<file path="src/rtl/alsu_pkg.sv">
// alsu_pkg: shared types and width constants for the ALSU command driver.
// Optional statistics counters are enabled with the ALSU_DRV_STATS_EN macro.
package alsu_pkg;

  localparam int ALSU_OPND_W = 3;   // A / B operand width
  localparam int ALSU_RES_W  = 6;   // ALSU result width
  localparam int ALSU_LED_W  = 16;  // ALSU invalid-indicator width
  localparam int ALSU_CTRL_W = 7;   // packed control bits
  localparam int ALSU_CMD_W  = 16;  // full command word
  localparam int STAT_W      = 16;  // statistics counter width

  typedef enum logic [2:0] {
    OP_OR     = 3'd0,
    OP_XOR    = 3'd1,
    OP_ADD    = 3'd2,
    OP_MULT   = 3'd3,
    OP_SHIFT  = 3'd4,
    OP_ROTATE = 3'd5,
    OP_INV6   = 3'd6,
    OP_INV7   = 3'd7
  } opcode_e;

  // Field order matches the cmd_data bit layout, MSB first.
  typedef struct packed {
    opcode_e                opcode;
    logic [ALSU_OPND_W-1:0] a;
    logic [ALSU_OPND_W-1:0] b;
    logic                   cin;
    logic                   serial_in;
    logic                   direction;
    logic                   red_op_a;
    logic                   red_op_b;
    logic                   bypass_a;
    logic                   bypass_b;
  } alsu_cmd_t;

  typedef enum logic [1:0] {
    ST_IDLE  = 2'd0,
    ST_ISSUE = 2'd1,
    ST_WAIT  = 2'd2,
    ST_RESP  = 2'd3
  } drv_state_e;

endpackage

</file>
<file path="src/rtl/alsu_drv_stats.sv">
// alsu_drv_stats: saturating response / invalid-response counters.
// Instantiated by alsu_driver only when ALSU_DRV_STATS_EN is defined.
module alsu_drv_stats
  import alsu_pkg::*;
(
  input  logic              clk,
  input  logic              reset,
  input  logic              resp_hs,
  input  logic              resp_invalid,
  output logic [STAT_W-1:0] op_count,
  output logic [STAT_W-1:0] invalid_count
);

  logic [STAT_W-1:0] op_count_q, op_count_d;
  logic [STAT_W-1:0] invalid_count_q, invalid_count_d;

  // Next-count logic: bump on handshake, stick at all-ones.
  always_comb begin
    op_count_d      = op_count_q;
    invalid_count_d = invalid_count_q;
    if (resp_hs) begin
      if (op_count_q != '1) begin
        op_count_d = op_count_q + 1'b1;
      end
      if (resp_invalid && (invalid_count_q != '1)) begin
        invalid_count_d = invalid_count_q + 1'b1;
      end
    end
  end

  // Counter registers, cleared by reset.
  always_ff @(posedge clk) begin
    if (reset) begin
      op_count_q      <= '0;
      invalid_count_q <= '0;
    end else begin
      op_count_q      <= op_count_d;
      invalid_count_q <= invalid_count_d;
    end
  end

  assign op_count      = op_count_q;
  assign invalid_count = invalid_count_q;

endmodule

</file>
<file path="src/rtl/alsu_driver.sv">
// alsu_driver: ready/valid command front-end for a fixed-latency ALSU.
// Issues one command at a time, waits LATENCY cycles, captures the result.
// Define ALSU_DRV_STATS_EN to enable the op_count / invalid_count counters.
module alsu_driver
  import alsu_pkg::*;
#(
  parameter int LATENCY = 2
) (
  input  logic                   clk,
  input  logic                   reset,
  input  logic                   cmd_valid,
  output logic                   cmd_ready,
  input  logic [ALSU_CMD_W-1:0]  cmd_data,
  output logic                   resp_valid,
  input  logic                   resp_ready,
  output logic [ALSU_RES_W-1:0]  resp_out,
  output logic                   resp_invalid,
  output logic [ALSU_OPND_W-1:0] alsu_A,
  output logic [ALSU_OPND_W-1:0] alsu_B,
  output logic [2:0]             alsu_opcode,
  output logic [ALSU_CTRL_W-1:0] alsu_ctrl,
  input  logic [ALSU_RES_W-1:0]  alsu_out,
  input  logic [ALSU_LED_W-1:0]  alsu_leds,
  output logic [STAT_W-1:0]      op_count,
  output logic [STAT_W-1:0]      invalid_count
);

  // The wait counter holds LATENCY-1 down to 0.
  localparam int CNT_W = (LATENCY > 1) ? $clog2(LATENCY) : 1;

  generate
    if (LATENCY < 1) begin : g_bad_latency
      $error("alsu_driver: LATENCY must be at least 1");
    end
  endgenerate

  drv_state_e             state_q, state_d;
  alsu_cmd_t              cmd_q, cmd_d;
  logic [CNT_W-1:0]       cnt_q, cnt_d;
  logic [ALSU_RES_W-1:0]  resp_out_q, resp_out_d;
  logic                   resp_invalid_q, resp_invalid_d;

  // Next-state, capture and output decode for the issue/wait/respond FSM.
  always_comb begin
    state_d        = state_q;
    cmd_d          = cmd_q;
    cnt_d          = cnt_q;
    resp_out_d     = resp_out_q;
    resp_invalid_d = resp_invalid_q;
    cmd_ready      = 1'b0;
    resp_valid     = 1'b0;
    alsu_A         = '0;
    alsu_B         = '0;
    alsu_opcode    = '0;
    alsu_ctrl      = '0;

    case (state_q)
      ST_IDLE: begin
        // Not ready during the reset cycle itself.
        cmd_ready = !reset;
        if (cmd_valid) begin
          cmd_d   = alsu_cmd_t'(cmd_data);
          state_d = ST_ISSUE;
        end
      end
      ST_ISSUE: begin
        // Operands are presented for exactly this one cycle; the ALSU's
        // idle input (all zero) is a harmless OR of 0 and 0.
        alsu_A      = cmd_q.a;
        alsu_B      = cmd_q.b;
        alsu_opcode = cmd_q.opcode;
        alsu_ctrl   = {cmd_q.cin, cmd_q.serial_in, cmd_q.direction,
                       cmd_q.red_op_a, cmd_q.red_op_b,
                       cmd_q.bypass_a, cmd_q.bypass_b};
        cnt_d       = CNT_W'(LATENCY - 1);
        state_d     = ST_WAIT;
      end
      ST_WAIT: begin
        if (cnt_q == '0) begin
          resp_out_d     = alsu_out;
          resp_invalid_d = (alsu_leds != '0);
          state_d        = ST_RESP;
        end else begin
          cnt_d = cnt_q - 1'b1;
        end
      end
      ST_RESP: begin
        resp_valid = 1'b1;
        if (resp_ready) begin
          state_d = ST_IDLE;
        end
      end
      default: begin
        state_d = ST_IDLE;
      end
    endcase
  end

  // State, latched command, wait counter and captured response registers.
  always_ff @(posedge clk) begin
    if (reset) begin
      state_q        <= ST_IDLE;
      cmd_q          <= '0;
      cnt_q          <= '0;
      resp_out_q     <= '0;
      resp_invalid_q <= 1'b0;
    end else begin
      state_q        <= state_d;
      cmd_q          <= cmd_d;
      cnt_q          <= cnt_d;
      resp_out_q     <= resp_out_d;
      resp_invalid_q <= resp_invalid_d;
    end
  end

  assign resp_out     = resp_out_q;
  assign resp_invalid = resp_invalid_q;

`ifdef ALSU_DRV_STATS_EN
  alsu_drv_stats u_stats (
    .clk           (clk),
    .reset         (reset),
    .resp_hs       (resp_valid & resp_ready),
    .resp_invalid  (resp_invalid_q),
    .op_count      (op_count),
    .invalid_count (invalid_count)
  );
`else
  assign op_count      = '0;
  assign invalid_count = '0;
`endif

endmodule
</file>
<file path="config.mk">
export PLATFORM = sky130hd
export DESIGN_NAME = alsu_driver
export DESIGN_NICKNAME = d
export VERILOG_FILES = /design/src/rtl/alsu_pkg.sv /design/src/rtl/alsu_drv_stats.sv /design/src/rtl/alsu_driver.sv
export SDC_FILE = /design/constraint.sdc
export NUM_CORES = 1
export LEC_CHECK = 0
export ABC_AREA = 0
export BUFFER_PORTS_ARGS = -buffer_cell sky130_fd_sc_hd__buf_2
export CAP_MARGIN = 20
export CELL_PAD_IN_SITES_DETAIL_PLACEMENT = 1
export CELL_PAD_IN_SITES_GLOBAL_PLACEMENT = 1
export CORE_MARGIN = 3
export CORE_UTILIZATION = 25
export CTS_BUF_LIST = sky130_fd_sc_hd__clkbuf_4 sky130_fd_sc_hd__clkbuf_8 sky130_fd_sc_hd__clkbuf_16
export DETAILED_ROUTE_END_ITERATION = 6
export PLACE_DENSITY_LB_ADDON = 0.1
export SYNTH_ARGS = -nofsm -noshare
export SYNTH_HDL_FRONTEND = slang
export SYNTH_SLANG_ARGS = --single-unit
export TNS_END_PERCENT = 10
</file>
<file path="constraint.sdc">
create_clock -name clk -period 1.3 [get_ports clk]
set_input_delay 0.26 -clock clk [delete_from_list [all_inputs] [get_ports clk]]
set_output_delay 0.26 -clock clk [all_outputs]
set_load 0.05 [all_outputs]
</file>
==> impl_results.md <==
* Outcome: finished, violations left
* Failing checks: negative setup slack
* CTS buffer count at 3
* Post-synthesis cell area at 1464 um2
* Total Die Area at 6810 um2
* RSZ-0062 raised after global routing: yes
* Cells after DPL at 316
* Routed wire length at 3970 um
* Setup slack after layout at -0.2286 ns
* Crit Path Class: reg -> out
* Reg2Reg Setup Slack at -0.11 ns
* Tot GR Track Use at 0.1116
* Routed wire per std cell at 12.29 um
* Crit path DAT at 1.27 ns
* Hold buffers post-CTS at 0
* Final setup viols at 43
* # fillers at 694
* Synthesis-to-finish area growth at 47.86%
* Vias at 1271
* Mapped Cells at 178
* Sequential area share after synthesis at 0.3556
* Vias in the first global route at 1302
* CP Capture Type: output pin
* Initial Util at 0.2626
* Worst r2r path cells at 8
* Final worst-path cycle share at 1.176
* Die width at 82.52 um
* Commonest cells after routing, fill and taps aside: 48 x buf_2, 42 x nand2_1, 32 x conb_1
* Worst endpoint required time at 1.04 ns
* # DRC at 0
* Final-report hold violation count at 0
* CTS Sinks at 26
* Drt first pass iters at 3
* Most common cell after layout, fill and taps aside: buf_2
* Largest net degree at the start of global routing at 27
* Synth warnings at 0
* Worst hold path class: in -> reg
* Worst Setup SP: state_q[1]$_SDFFE_PP0P_
* Startpoint class of the critical path: register
* Max Fanout on Critical Path at 8
* Max frequency at 654.2 MHz
* Worst reg2reg startpoint: state_q[1]$_SDFFE_PP0P_
* Endpoint of the worst-slack reg-to-reg timing path: state_q[1]$_SDFFE_PP0P_
* Timing endpoint of the critical path: alsu_A[2]
* Number of nets in the layout at 298
* GRT overflow at 0
* Max Cap Viol at 0
* Number of vias per cell at 3.935
* Cell Pwr Density at 1947 nW/um2
* Post-DRT Antenna Nets at 0
* Cell Rows at 27
* Post-synth cell types at 30
* Clk pin slew, worst setup/hold paths at 0.10 ns
* Diodes inserted at 0
* Mapped Avg Cell Area at 8.224 um2
* Total power at 0.004215 W
* Post-DP HPWL at 2904 um
* Slew Viols, Final at 0
* Non-Filler Instances at 323
* Fraction of layout cells with a size suffix above 1 at 0.5219
* Input/output buffers at 66
* Final hold slack at 0.2112 ns
* Placed inst area at 1788 um2
* Setup TNS at -4.325 ns
* Antenna violations before repair at 0
* CTS H-tree lvls at 1
* Routability Congestion at 0.6669
* Hold depth at 3
* Final critical-path required period at 1.529 ns
* Skew-Pair Late Insertion Delay at 0.27 ns
* Design Area, Final at 2165 um2
* Worst clock skew at 0.005454 ns
* Pleak at 0.9895 nW
* CTS Buffer Depth at 2
* Ports at 99
* Seq cells post-synth at 26
* Initial DRC Count at 20
* Peak supply drop at 977.9 uV
* First-pass GRT wire length at 5851 um
* Core Area at 5574 um2
* Die height at 82.52 um
* Root Driver: clkbuf_8
* TritonCTS clock tree: yes
[stage by stage]
| step | utilization | worst slack, ns |
|---|---|---|
| 2_1_floorplan | - | -0.08525 |
| 3_3_place_gp | 0.3208 | -0.2668 |
| 3_5_place_dp | 0.3208 | -0.2714 |
| 4_1_cts | 0.3650 | -0.2017 |
| 5_1_grt | 0.3883 | -0.2772 |
| 6_report | 0.3883 | -0.2286 |
[synthesized netlist by cell type]
master    number  area [um2]
nand2_1       43       161.4
buf_4         32       240.2
dfxtp_1       26       520.5
and2_1        16       100.1
a21oi_1       13       65.06
a21oi_2       10       87.58
buf_2          4       20.02
ha_1           4       50.05
nor4_1         4       25.02
nand2_2        3       18.77
nand2b_1       3       18.77
inv_1          2       7.510
a211oi_1       1       7.510
a311oi_2       1       15.01
a31o_2         1       8.760
a31oi_1        1       6.260
and2_4         1       8.760
and2b_1        1       7.510
and3_1         1       6.260
buf_12         1       20.02
buf_6          1       11.26
buf_8          1       15.01
clkbuf_1       1       3.750
conb_1         1       3.750
nand4_1        1       6.260
nor2_1         1       3.750
nor2_2         1       6.260
nor2b_1        1       6.260
nor3_1         1       5.000
nor3b_1        1       7.510
[critical path: stages (launching register included)]
cell and delay [ns]:
dfxtp_2 0.34, inv_2 0.05, ha_4 0.17, buf_6 0.13
and2_4 0.15, buf_6 0.14
[cell families (layout without fill, tap and decap cells)]
family                   after synthesis  in the layout  share of synthesized area
AND/OR/NAND/NOR                       78             78                     0.2607
other                                  1             32                   0.002562
AO/OA/AOI/OAI                         27             27                     0.1299
buffers and inverters                 42             84                     0.2171
adder cells (fa/ha/maj)                4              4                    0.03419
flip-flops                            26             26                     0.3556
[worst min-delay path by stage]
stage	startpoint	end	slack, ns
after global placement	resp_out[4]$_SDFFE_PP0P_	resp_out[4]$_SDFFE_PP0P_	0.44
after CTS	cmd_data[10]	cmd_q[10]$_SDFFE_PP0P_	0.20
after floorplan	cmd_data[10]	cmd_q[10]$_SDFFE_PP0P_	0.39
after detailed placement	resp_out[3]$_SDFFE_PP0P_	resp_out[3]$_SDFFE_PP0P_	0.45
final	cmd_data[10]	cmd_q[10]$_SDFFE_PP0P_	0.21
after global routing	cmd_data[7]	cmd_q[7]$_SDFFE_PP0P_	0.20
[power by group]
| group | switching (W) | total, W | internal [W] |
|---|---|---|---|
| sequential | 0.000107 | 0.00110 | 0.000989 |
| clock | 0.000265 | 0.000677 | 0.000412 |
| combinational | 0.00143 | 0.00244 | 0.00101 |
[repair_timing]
action                     in CTS  in global routing
setup endpoints to repair      43                 43
pin swaps                       5                 12
setup buffers                   1                  2
gates resized for setup        51                 38
[per-layer routing]
| metal | track usage | share of wire | vias up |
|---|---|---|---|
| met5 | 0 | 0 | - |
| met4 | 0.02941 | 0.0093 | 0 |
| met3 | 0.03254 | 0.077 | 4 |
| met2 | 0.1923 | 0.50 | 51 |
| met1 | 0.1351 | 0.41 | 563 |
| li1 | - | - | 653 |
[cell type report]
cell class / count / area, um2 / share of cell area
Sequential cell: 26 / 525.5 / 0.2428
Clock inverter: 1 / 30.03 / 0.01387
Inverter: 2 / 10.01 / 0.004624
Timing Repair Buffer: 78 / 618.1 / 0.2855
Clock buffer: 3 / 41.29 / 0.01908
Tap cell: 72 / 90.09 / 0.04162
Multi-Input combinational cell: 141 / 849.6 / 0.3925
[flip-flops by register name, summed over array words and instances, names as in the netlist]
signal,count
cmd_q,16
cnt_q,1
resp_invalid,1
resp_out,6
state_q,2
No activity file was read; power rests on OpenSTA's default activity.
